### src/rtl/dcm_pkg.sv
// Shared types and constants for the clock-manager programming controller.
package dcm_pkg;

   localparam int PROG_W = 3;
   localparam logic [PROG_W-1:0] PROG_MIN = 3'd0;
   localparam logic [PROG_W-1:0] PROG_MAX = 3'd7;

   typedef enum logic [1:0] {
      OP_SET    = 2'b00,
      OP_SLOWER = 2'b01,
      OP_FASTER = 2'b10,
      OP_NOP    = 2'b11
   } cmd_op_t;

   typedef enum logic [2:0] {
      ST_INIT,
      ST_IDLE,
      ST_ISSUE,
      ST_WAIT,
      ST_DONE
   } state_t;

   // Selection a command asks for, relative to `base` for the step operations.
   // Steps saturate at the ends of the selection range.
   function automatic logic [PROG_W-1:0] resolve_target(
      input cmd_op_t           op,
      input logic [PROG_W-1:0] sel,
      input logic [PROG_W-1:0] base
   );
      logic [PROG_W-1:0] t;
      t = base;
      case (op)
         OP_SET:    t = sel;
         OP_SLOWER: t = (base == PROG_MAX) ? base : base + 1'b1;
         OP_FASTER: t = (base == PROG_MIN) ? base : base - 1'b1;
         default:   t = base;
      endcase
      return t;
   endfunction

endpackage

### src/rtl/dcm_timeout_cnt.sv
// Saturating wait counter for the programming handshake. tc is raised during
// the TIMEOUT_CYCLES-th enabled cycle after a clear, so a sequence gets exactly
// TIMEOUT_CYCLES cycles of waiting before it is abandoned.
module dcm_timeout_cnt #(
   parameter int TIMEOUT_CYCLES = 1_000_000
) (
   input  logic clk,
   input  logic rst,
   input  logic clr,
   input  logic en,
   output logic tc
);

   localparam int CNT_W = $clog2(TIMEOUT_CYCLES + 1);
   localparam logic [CNT_W-1:0] CNT_MAX  = CNT_W'(TIMEOUT_CYCLES);
   localparam logic [CNT_W-1:0] CNT_LAST = CNT_W'(TIMEOUT_CYCLES - 1);

   logic [CNT_W-1:0] cnt_q;

   // Count enabled cycles since the last clear; hold at the maximum, never wrap.
   always_ff @(posedge clk or negedge rst) begin
      if (!rst) begin
         cnt_q <= '0;
      end else if (clr) begin
         cnt_q <= '0;
      end else if (en && (cnt_q != CNT_MAX)) begin
         cnt_q <= cnt_q + 1'b1;
      end
   end

   assign tc = en && (cnt_q >= CNT_LAST);

endmodule

### src/rtl/dcm_prog_ctrl.sv
// Programming sequencer for the clock manager: accepts set/step commands,
// issues one update strobe per change, waits for the manager to report the new
// selection and tracks the confirmed selection, busy/done and a sticky timeout.
module dcm_prog_ctrl
   import dcm_pkg::*;
#(
   parameter int                TIMEOUT_CYCLES = 1_000_000,
   parameter logic [PROG_W-1:0] RESET_PROG     = 3'd0
) (
   input  logic              clk,
   input  logic              rst,
   input  logic              cmd_valid,
   input  logic [1:0]        cmd_op,
   input  logic [PROG_W-1:0] cmd_sel,
   output logic              cmd_ready,
   output logic              dcm_update,
   output logic [PROG_W-1:0] dcm_prog_in,
   input  logic [PROG_W-1:0] dcm_prog_out,
   output logic [PROG_W-1:0] cur_prog,
   output logic              busy,
   output logic              done,
   output logic              timeout
);

   state_t            state_q, state_d;
   logic              slot_vld_q;
   cmd_op_t           slot_op_q;
   logic [PROG_W-1:0] slot_sel_q;
   logic [PROG_W-1:0] tgt_q, tgt_d;
   logic [PROG_W-1:0] prog_in_q;
   logic [PROG_W-1:0] cur_prog_q;
   logic              timeout_q;

   logic              accept;
   logic              fill;
   logic              pop;
   logic              cnt_clr;
   logic              cnt_en;
   logic              cnt_tc;
   logic              wait_match;
   logic              wait_tmo;

   // NOPs are taken off the interface but otherwise ignored.
   assign accept = cmd_valid && !slot_vld_q && (cmd_op_t'(cmd_op) != OP_NOP);
   // Anything accepted while a sequence is running waits in the slot.
   assign fill   = accept && (state_q != ST_IDLE);

   assign cnt_clr    = (state_q == ST_ISSUE);
   assign cnt_en     = (state_q == ST_WAIT);
   // A match on the terminal cycle still counts as success.
   assign wait_match = (state_q == ST_WAIT) && (dcm_prog_out == tgt_q);
   assign wait_tmo   = (state_q == ST_WAIT) && !wait_match && cnt_tc;

   dcm_timeout_cnt #(
      .TIMEOUT_CYCLES(TIMEOUT_CYCLES)
   ) u_timeout_cnt (
      .clk(clk),
      .rst(rst),
      .clr(cnt_clr),
      .en (cnt_en),
      .tc (cnt_tc)
   );

   // Next state, target resolution and slot pop.
   always_comb begin
      state_d = state_q;
      tgt_d   = tgt_q;
      pop     = 1'b0;
      case (state_q)
         ST_INIT: begin
            tgt_d   = RESET_PROG;
            state_d = ST_ISSUE;
         end
         ST_IDLE: begin
            if (slot_vld_q) begin
               pop     = 1'b1;
               tgt_d   = resolve_target(slot_op_q, slot_sel_q, cur_prog_q);
               state_d = (tgt_d == cur_prog_q) ? ST_DONE : ST_ISSUE;
            end else if (accept) begin
               tgt_d   = resolve_target(cmd_op_t'(cmd_op), cmd_sel, cur_prog_q);
               state_d = (tgt_d == cur_prog_q) ? ST_DONE : ST_ISSUE;
            end
         end
         ST_ISSUE: begin
            state_d = ST_WAIT;
         end
         ST_WAIT: begin
            if (wait_match) begin
               state_d = ST_DONE;
            end else if (wait_tmo) begin
               state_d = ST_IDLE;
            end
         end
         ST_DONE: begin
            // Pending step commands build on the sequence that just finished.
            if (slot_vld_q) begin
               pop     = 1'b1;
               tgt_d   = resolve_target(slot_op_q, slot_sel_q, tgt_q);
               state_d = ST_ISSUE;
            end else begin
               state_d = ST_IDLE;
            end
         end
         default: begin
            state_d = ST_INIT;
         end
      endcase
   end

   // Control state: FSM, slot occupancy, programmed/confirmed selection, error.
   always_ff @(posedge clk or negedge rst) begin
      if (!rst) begin
         state_q    <= ST_INIT;
         slot_vld_q <= 1'b0;
         prog_in_q  <= RESET_PROG;
         cur_prog_q <= RESET_PROG;
         timeout_q  <= 1'b0;
      end else begin
         state_q <= state_d;

         if (fill) begin
            slot_vld_q <= 1'b1;
         end else if (pop) begin
            slot_vld_q <= 1'b0;
         end

         // The manager sees the new selection together with the strobe.
         if (state_d == ST_ISSUE) begin
            prog_in_q <= tgt_d;
         end

         if (wait_match) begin
            cur_prog_q <= tgt_q;
         end else if (wait_tmo) begin
            cur_prog_q <= dcm_prog_out;
         end

         if (wait_tmo) begin
            timeout_q <= 1'b1;
         end else if (accept) begin
            timeout_q <= 1'b0;
         end
      end
   end

   // Slot payload and current target; only meaningful while qualified by state.
   always_ff @(posedge clk) begin
      if (fill) begin
         slot_op_q  <= cmd_op_t'(cmd_op);
         slot_sel_q <= cmd_sel;
      end
      tgt_q <= tgt_d;
   end

   assign cmd_ready   = !slot_vld_q;
   assign dcm_update  = (state_q == ST_ISSUE);
   assign dcm_prog_in = prog_in_q;
   assign cur_prog    = cur_prog_q;
   assign busy        = (state_q != ST_IDLE);
   assign done        = (state_q == ST_DONE);
   assign timeout     = timeout_q;

endmodule

### config.mk
export PLATFORM = sky130hd
export DESIGN_NAME = dcm_prog_ctrl
export DESIGN_NICKNAME = d
export VERILOG_FILES = /design/src/rtl/dcm_pkg.sv /design/src/rtl/dcm_timeout_cnt.sv /design/src/rtl/dcm_prog_ctrl.sv
export SDC_FILE = /design/constraint.sdc
export NUM_CORES = 1
export LEC_CHECK = 0
export ABC_CLOCK_PERIOD_IN_PS = 3600
export BUFFER_PORTS_ARGS = -buffer_cell sky130_fd_sc_hd__buf_2
export CAP_MARGIN = 20
export CORE_MARGIN = 2
export CORE_UTILIZATION = 65
export CTS_BUF_LIST = sky130_fd_sc_hd__clkbuf_16
export CTS_CLUSTER_DIAMETER = 40
export DETAILED_ROUTE_END_ITERATION = 6
export PLACE_DENSITY = 0.89
export SLEW_MARGIN = 20
export SYNTH_ARGS = -nofsm -noshare
export SYNTH_HDL_FRONTEND = slang
export SYNTH_SLANG_ARGS = --single-unit
### constraint.sdc
create_clock -name clk -period 3.6 [get_ports clk]
set_input_delay 0.36 -clock clk [delete_from_list [all_inputs] [get_ports clk]]
set_output_delay 0.36 -clock clk [all_outputs]
set_load 0.01 [all_outputs]
## After elaboration in Yosys (flattened, before gate mapping)

Index checks and enable logic that the tools add are counted.
Widths: inputs -> output; s select.

- Register bits after elaboration: 39
- Input bits: 11
- Output and inout bits: 11

- Add/subtract/negate cells: 5
- Order comparisons: 1
- Equal/unequal tests: 17
- Multiplexer cells: 34
- Reductions and logical operators: 20

Operator list:

| cell | number |
|---|---|
| $mux 3 | 20 |
| $mux 20 | 2 |
| $pmux 3 s3 | 4 |
| $add 20x1->20 const B | 1 |
| $ge 20x20->1 const B | 1 |
| $ne 20x20->1 const B | 1 |
| $pmux 3 s5 | 1 |
| $eq 3x2->1 const B | 3 |
| $eq 3x3->1 | 3 |
| $eq 3x3->1 const B | 3 |
| $logic_not 3->1 | 3 |
| $logic_and 1x1->1 | 8 |
| $reduce_bool 2->1 | 4 |
| $add 3x1->3 const B | 2 |
| $mux 1 | 6 |
| $sub 3x1->3 const B | 2 |
| $eq 2x1->1 const B | 2 |
| $eq 2x2->1 const B | 2 |
| $logic_not 2->1 | 2 |
| $eq 3x1->1 const B | 1 |
| $ne 3x1->1 const B | 1 |
| $logic_not 1->1 | 2 |
| $mux 2 | 1 |
| $ne 2x2->1 const B | 1 |
| $reduce_or 2->1 | 1 |

## Longest topological paths before layout

- Depth after elaboration: 12
- Gate-level depth with buffers: 10
- Gate-level depth less buffers: 8

## Hierarchy

From an unflattened synthesis, not the netlist that was laid out.

- Cells, all modules: 319
- Area total of the unflattened synthesis: 2778.9 um^2

By module, submodules not included:

| module | times used | cells an instance | area each (um^2) | seq. area each (um^2) |
|---|---|---|---|---|
| dcm_prog_ctrl | 1 | 194 | 1580.3 | 485.5 |
| dcm_timeout_cnt | 1 | 125 | 1198.6 | 500.5 |

## Least setup slack after synthesis

Ideal clock, no wire load.

- Path type: register to register
- From: reg cur_prog_q[0] (netlist: cur_prog[0])
- To: reg prog_in_q[0] (netlist: dcm_prog_in[0])
- Library setup time: 125 ps
- Data arrival time: 2171 ps
- Data required time: 3475 ps
- Slack: 1304 ps
- Stages on the path, launching flop included: 11
- Path buffers: 2
- Clock period less this slack: 2296 ps
- Cell sequence: dfrtp_1 > buf_2 > inv_1 > ha_1 > nor2b_1 > buf_2 > a21o_1 > o221ai_1 > o21ai_1 > a31oi_4 > mux2_4

- Word-level cells in the longest chain between the ends: 12
- Elaborated cells on any way between the ends: 24

RTL lines:

| element | RTL line | text |
|---|---|---|
| from (decl) | dcm_prog_ctrl.sv:31 | `logic [PROG_W-1:0] cur_prog_q;` |
| from (signal assigned) | dcm_prog_ctrl.sv:133 | `cur_prog_q <= tgt_q;` |
| from (signal assigned) | dcm_prog_ctrl.sv:135 | `cur_prog_q <= dcm_prog_out;` |
| $sub 3x1->3, or another cell as far along | dcm_pkg.sv:35 | `OP_FASTER: t = (base == PROG_MIN) ? base : base - 1'b1;` |
| $mux 3, on equally long branches | dcm_pkg.sv:35, dcm_pkg.sv:34 |  |
| $pmux 3 s3 | dcm_pkg.sv:32 | `case (op)` |
| $mux 3 | dcm_prog_ctrl.sv:79 | `end else if (accept) begin` |
| $mux 3 | dcm_prog_ctrl.sv:75 | `if (slot_vld_q) begin` |
| $mux 3 | dcm_prog_ctrl.sv:69 | `case (state_q)` |
| $eq 3x3->1 | dcm_prog_ctrl.sv:81 | `state_d = (tgt_d == cur_prog_q) ? ST_DONE : ST_ISSUE;` |
| $mux 3 | dcm_prog_ctrl.sv:81 |  |
| $mux 3 | dcm_prog_ctrl.sv:79 |  |
| $mux 3 | dcm_prog_ctrl.sv:75 |  |
| $pmux 3 s5 | dcm_prog_ctrl.sv:69 |  |
| $eq 3x2->1 | dcm_prog_ctrl.sv:128 | `if (state_d == ST_ISSUE) begin` |
| to (signal assigned) | dcm_prog_ctrl.sv:129 | `prog_in_q <= tgt_d;` |
| to (decl) | dcm_prog_ctrl.sv:30 | `logic [PROG_W-1:0] prog_in_q;` |

Several ways; a longest one is shown, not always the timed one. The select of a mux whose other input is x is not followed.
A chain may end at the register's enable or synchronous reset.

## Worst setup path after layout

- From: reg cur_prog_q[0] (netlist: cur_prog[0])
- To: reg prog_in_q[1] (netlist: dcm_prog_in[1])

- Elaborated cells on any way between the ends: 24

RTL lines:

| element | RTL line | text |
|---|---|---|
| $sub 3x1->3, or another cell as far along | dcm_pkg.sv:35 |  |
| $mux 3, on equally long branches | dcm_pkg.sv:35, dcm_pkg.sv:34 |  |
| $pmux 3 s3 | dcm_pkg.sv:32 |  |
| $mux 3 | dcm_prog_ctrl.sv:79 |  |
| $mux 3 | dcm_prog_ctrl.sv:75 |  |
| $mux 3 | dcm_prog_ctrl.sv:69 |  |
| $mux 3 | dcm_prog_ctrl.sv:79 |  |
| $mux 3 (*) | dcm_prog_ctrl.sv:75 |  |
| $pmux 3 s3 (*) | dcm_prog_ctrl.sv:69 |  |
| net tgt_d[1] | dcm_prog_ctrl.sv:29 | `logic [PROG_W-1:0] tgt_q, tgt_d;` |

Mark *: on every way through the listed nets, which the timed path passes. The rest lies on a longest branch. The select of a mux whose other input is x is not followed.

==> reports/metrics.yaml <==
crit_cells: 8
cp_top_family: "compound AO/OA/AOI/OAI gates"
cts_tree: "yes"
post_cts_buffers: 0
start_kind: "register"
netlist.area_leader.share_pct: 28.5
fillCellCount: 319
ios: 22
cp-startpoint: "cur_prog[0]"
endpoint: "dcm_prog_in[1]"
hold_violations: 0
firstDrtPassIters: 5
ys_ff_latch: 39
r2r_end: "dcm_prog_in[1]"
vias: 2388
power.density_nw_per_um2: 722
dpl.hpwl_mm: 4.42
start_util_pct: 67.6
cts_max_level: 2
gr-total-overflow: 0
yosys_warnings: 0
outcome: "finished clean"
antenna_left: 0
area_delta_synth_final_pct: 7.62
final_cell_mix: "33 x nor2_1, 31 x dfrtp_1, 21 x buf_2"
drt-initial-drc-count: 265
grt_max_degree: 32
hp-class: "input pin to asynchronous set/reset pin"
place.gp.congestion: 0.889
synth_nets: 328
die_h_um: 68.8
final_common_cell: "nor2_1"
critPathKind: "register to register"
finalCritPeriodShare_pct: 73.6
numClockSinks: 39
fin_nets: 339
whs_ns: 0.132
worst-slew-pin-transition_ns: 0.722
grt_pass1_wl_mm: 10.3
syn-instance-count: 309
grt_use_total_pct: 29.9
clockBufferDepth: 2
path_cells: "inv_1, ha_1, nor2b_1, mux2_1, a32oi_1, a21oi_1, o311ai_1, mux2_4"
dpl-instance-area_um2: 2800
cp-end-kind: "register"
yosysUniqueCellTypes: 71
critical_path_required_ns: 3.82
drv_slew: 0
skew_ns: 0.00544
numPortBuffers: 21
power_leakage_nw: 1.23
setup_viol: 0
synth_area_leaders: "dfrtp_1 28%, edfxtp_1 5.5%, nor2_1 4.5%"
cts_buffers: 5
synth_enable_flop_cells: 5
ir_drop_uv: 480
finalSetupTns_ns: 0
synth-seq-area-share_pct: 36.2
cts_hold_buf: 0
netlist_area_um2: 2730
cts.clk_slew.worst_paths_ns: 0.06
ys.flop_type: "dfrtp_1"
cp_max_fo: 10
async_flop_share_pct: 79.5
die-area_um2: 4730
core_area_um2: 4030
synth_top_area_cell: "dfrtp_1"
p_total_mw: 2.12
crit_slowest_cell: "dfrtp_1"
first_global_vias: 2191
finalInstanceArea_um2: 2930
avgSynthCellArea_um2: 8.82
cts_resized: 0
rsz0062_at_grt: "no"
diodes: 0
die_w_um: 68.8
clockRootBuffer: "clkbuf_16"
remaining_drc_errors: 0
layout_min_cycle_time_ns: 2.65
utilization_pct: 72.8
cp_slowest_stage_delay_ns: 0.49
path_buf_inv: 1
r2r.worst_path.cells: 8
viasPerCell: 6.44
row_count: 23
drt-total-wl_mm: 6.31
rrSetupSlack_ns: 0.95
arrival_ns: 2.87
final_layout_size_suffix_gt1_share_pct: 14.6
antenna_found_initial: 0
drv_cap: 0
relSlewSlack_pct: 51.9
fmax_mhz: 377
rr_startpoint: "cur_prog[0]"
wl_per_cell_um: 17.0
clk_latency_ns: 0.28
## synthesized netlist by cell type (2+ instances only)
library cell / instances
nor4_1: 2
inv_1: 16
nor2b_1: 6
nor2_1: 33
a31oi_1: 3
a21o_1: 3
o21ai_0: 20
buf_2: 4
edfxtp_1: 5
o21a_1: 4
and3_1: 5
nor3_1: 8
dfrtp_1: 31
nand2b_1: 9
dfxtp_1: 3
o22a_1: 2
nand3_1: 12
clkbuf_1: 10
mux2_4: 3
nand4_1: 7
o211ai_1: 2
or3_1: 3
a311oi_1: 3
o2111ai_1: 2
clkbuf_8: 3
o31ai_1: 5
xnor2_1: 10
xor2_1: 13
a21oi_1: 16
nand2_1: 18
ha_1: 8
## how the worst min path moves through the flow
stage                     start              to  slack, ns  depth (start not counted)
after floorplan             rst     cur_prog[0]       0.06                          0
after global placement      rst  dcm_prog_in[0]       0.44                          1
after detailed placement    rst  dcm_prog_in[2]       0.45                          1
after CTS                   rst     cur_prog[1]       0.14                          1
after global routing        rst     cur_prog[1]       0.19                          1
final                       rst      state_q[0]       0.13                          1
## stage by stage
step,std cells,setup WS [ns]
2_1_floorplan,309,1.30
3_3_place_gp,363,1.07
3_5_place_dp,363,1.03
4_1_cts,371,1.00
5_1_grt,371,0.720
6_report,371,0.950
## flip-flops by register name (all words and copies together), names as in the netlist
| register | flops |
|---|---|
| slot_vld_q | 1 |
| cur_prog | 3 |
| dcm_prog_in | 3 |
| u_timeout_cnt.cnt_q | 20 |
| tgt_q | 3 |
| slot_op_q | 2 |
| timeout | 1 |
| slot_sel_q | 3 |
| state_q | 3 |
## cell type report
type	count	area, µm²	share of cell area, %
timing repair buffer	22	113	3.84
multi-input combinational	236	1570	53.7
inverter	16	60.1	2.05
clock buffer	5	125	4.27
clock inverter	3	12.5	0.427
tap	50	62.6	2.13
sequential	39	986	33.6
## where the power goes
group	switching (mW)	internal [mW]
sequential	0.212	0.547
clock	0.163	0.250
combinational	0.525	0.420
total	0.900	1.22
## metal layers
metal	up-vias	GRT usage, %	wire, µm	part of all wire, %
li1	1137	-	-	-
met5	-	0	0	0
met3	29	5.52	385	6.1
met2	91	48.9	3020	48
met1	1131	37.9	2640	42
met4	0	15.0	262	4.2
## cells by family (layout without fill, tap and decap cells)
family	Yosys count	in the layout	synth area share, %
AO/OA/AOI/OAI	80	80	20.4
XOR/XNOR	23	23	7.39
adder cells (fa/ha/maj)	8	8	3.67
buffers and inverters	34	46	6.24
flip-flops	39	39	36.2
multiplexers	6	6	2.85
AND/OR/NAND/NOR	119	119	23.3
(Power assumes the default switching activity.)
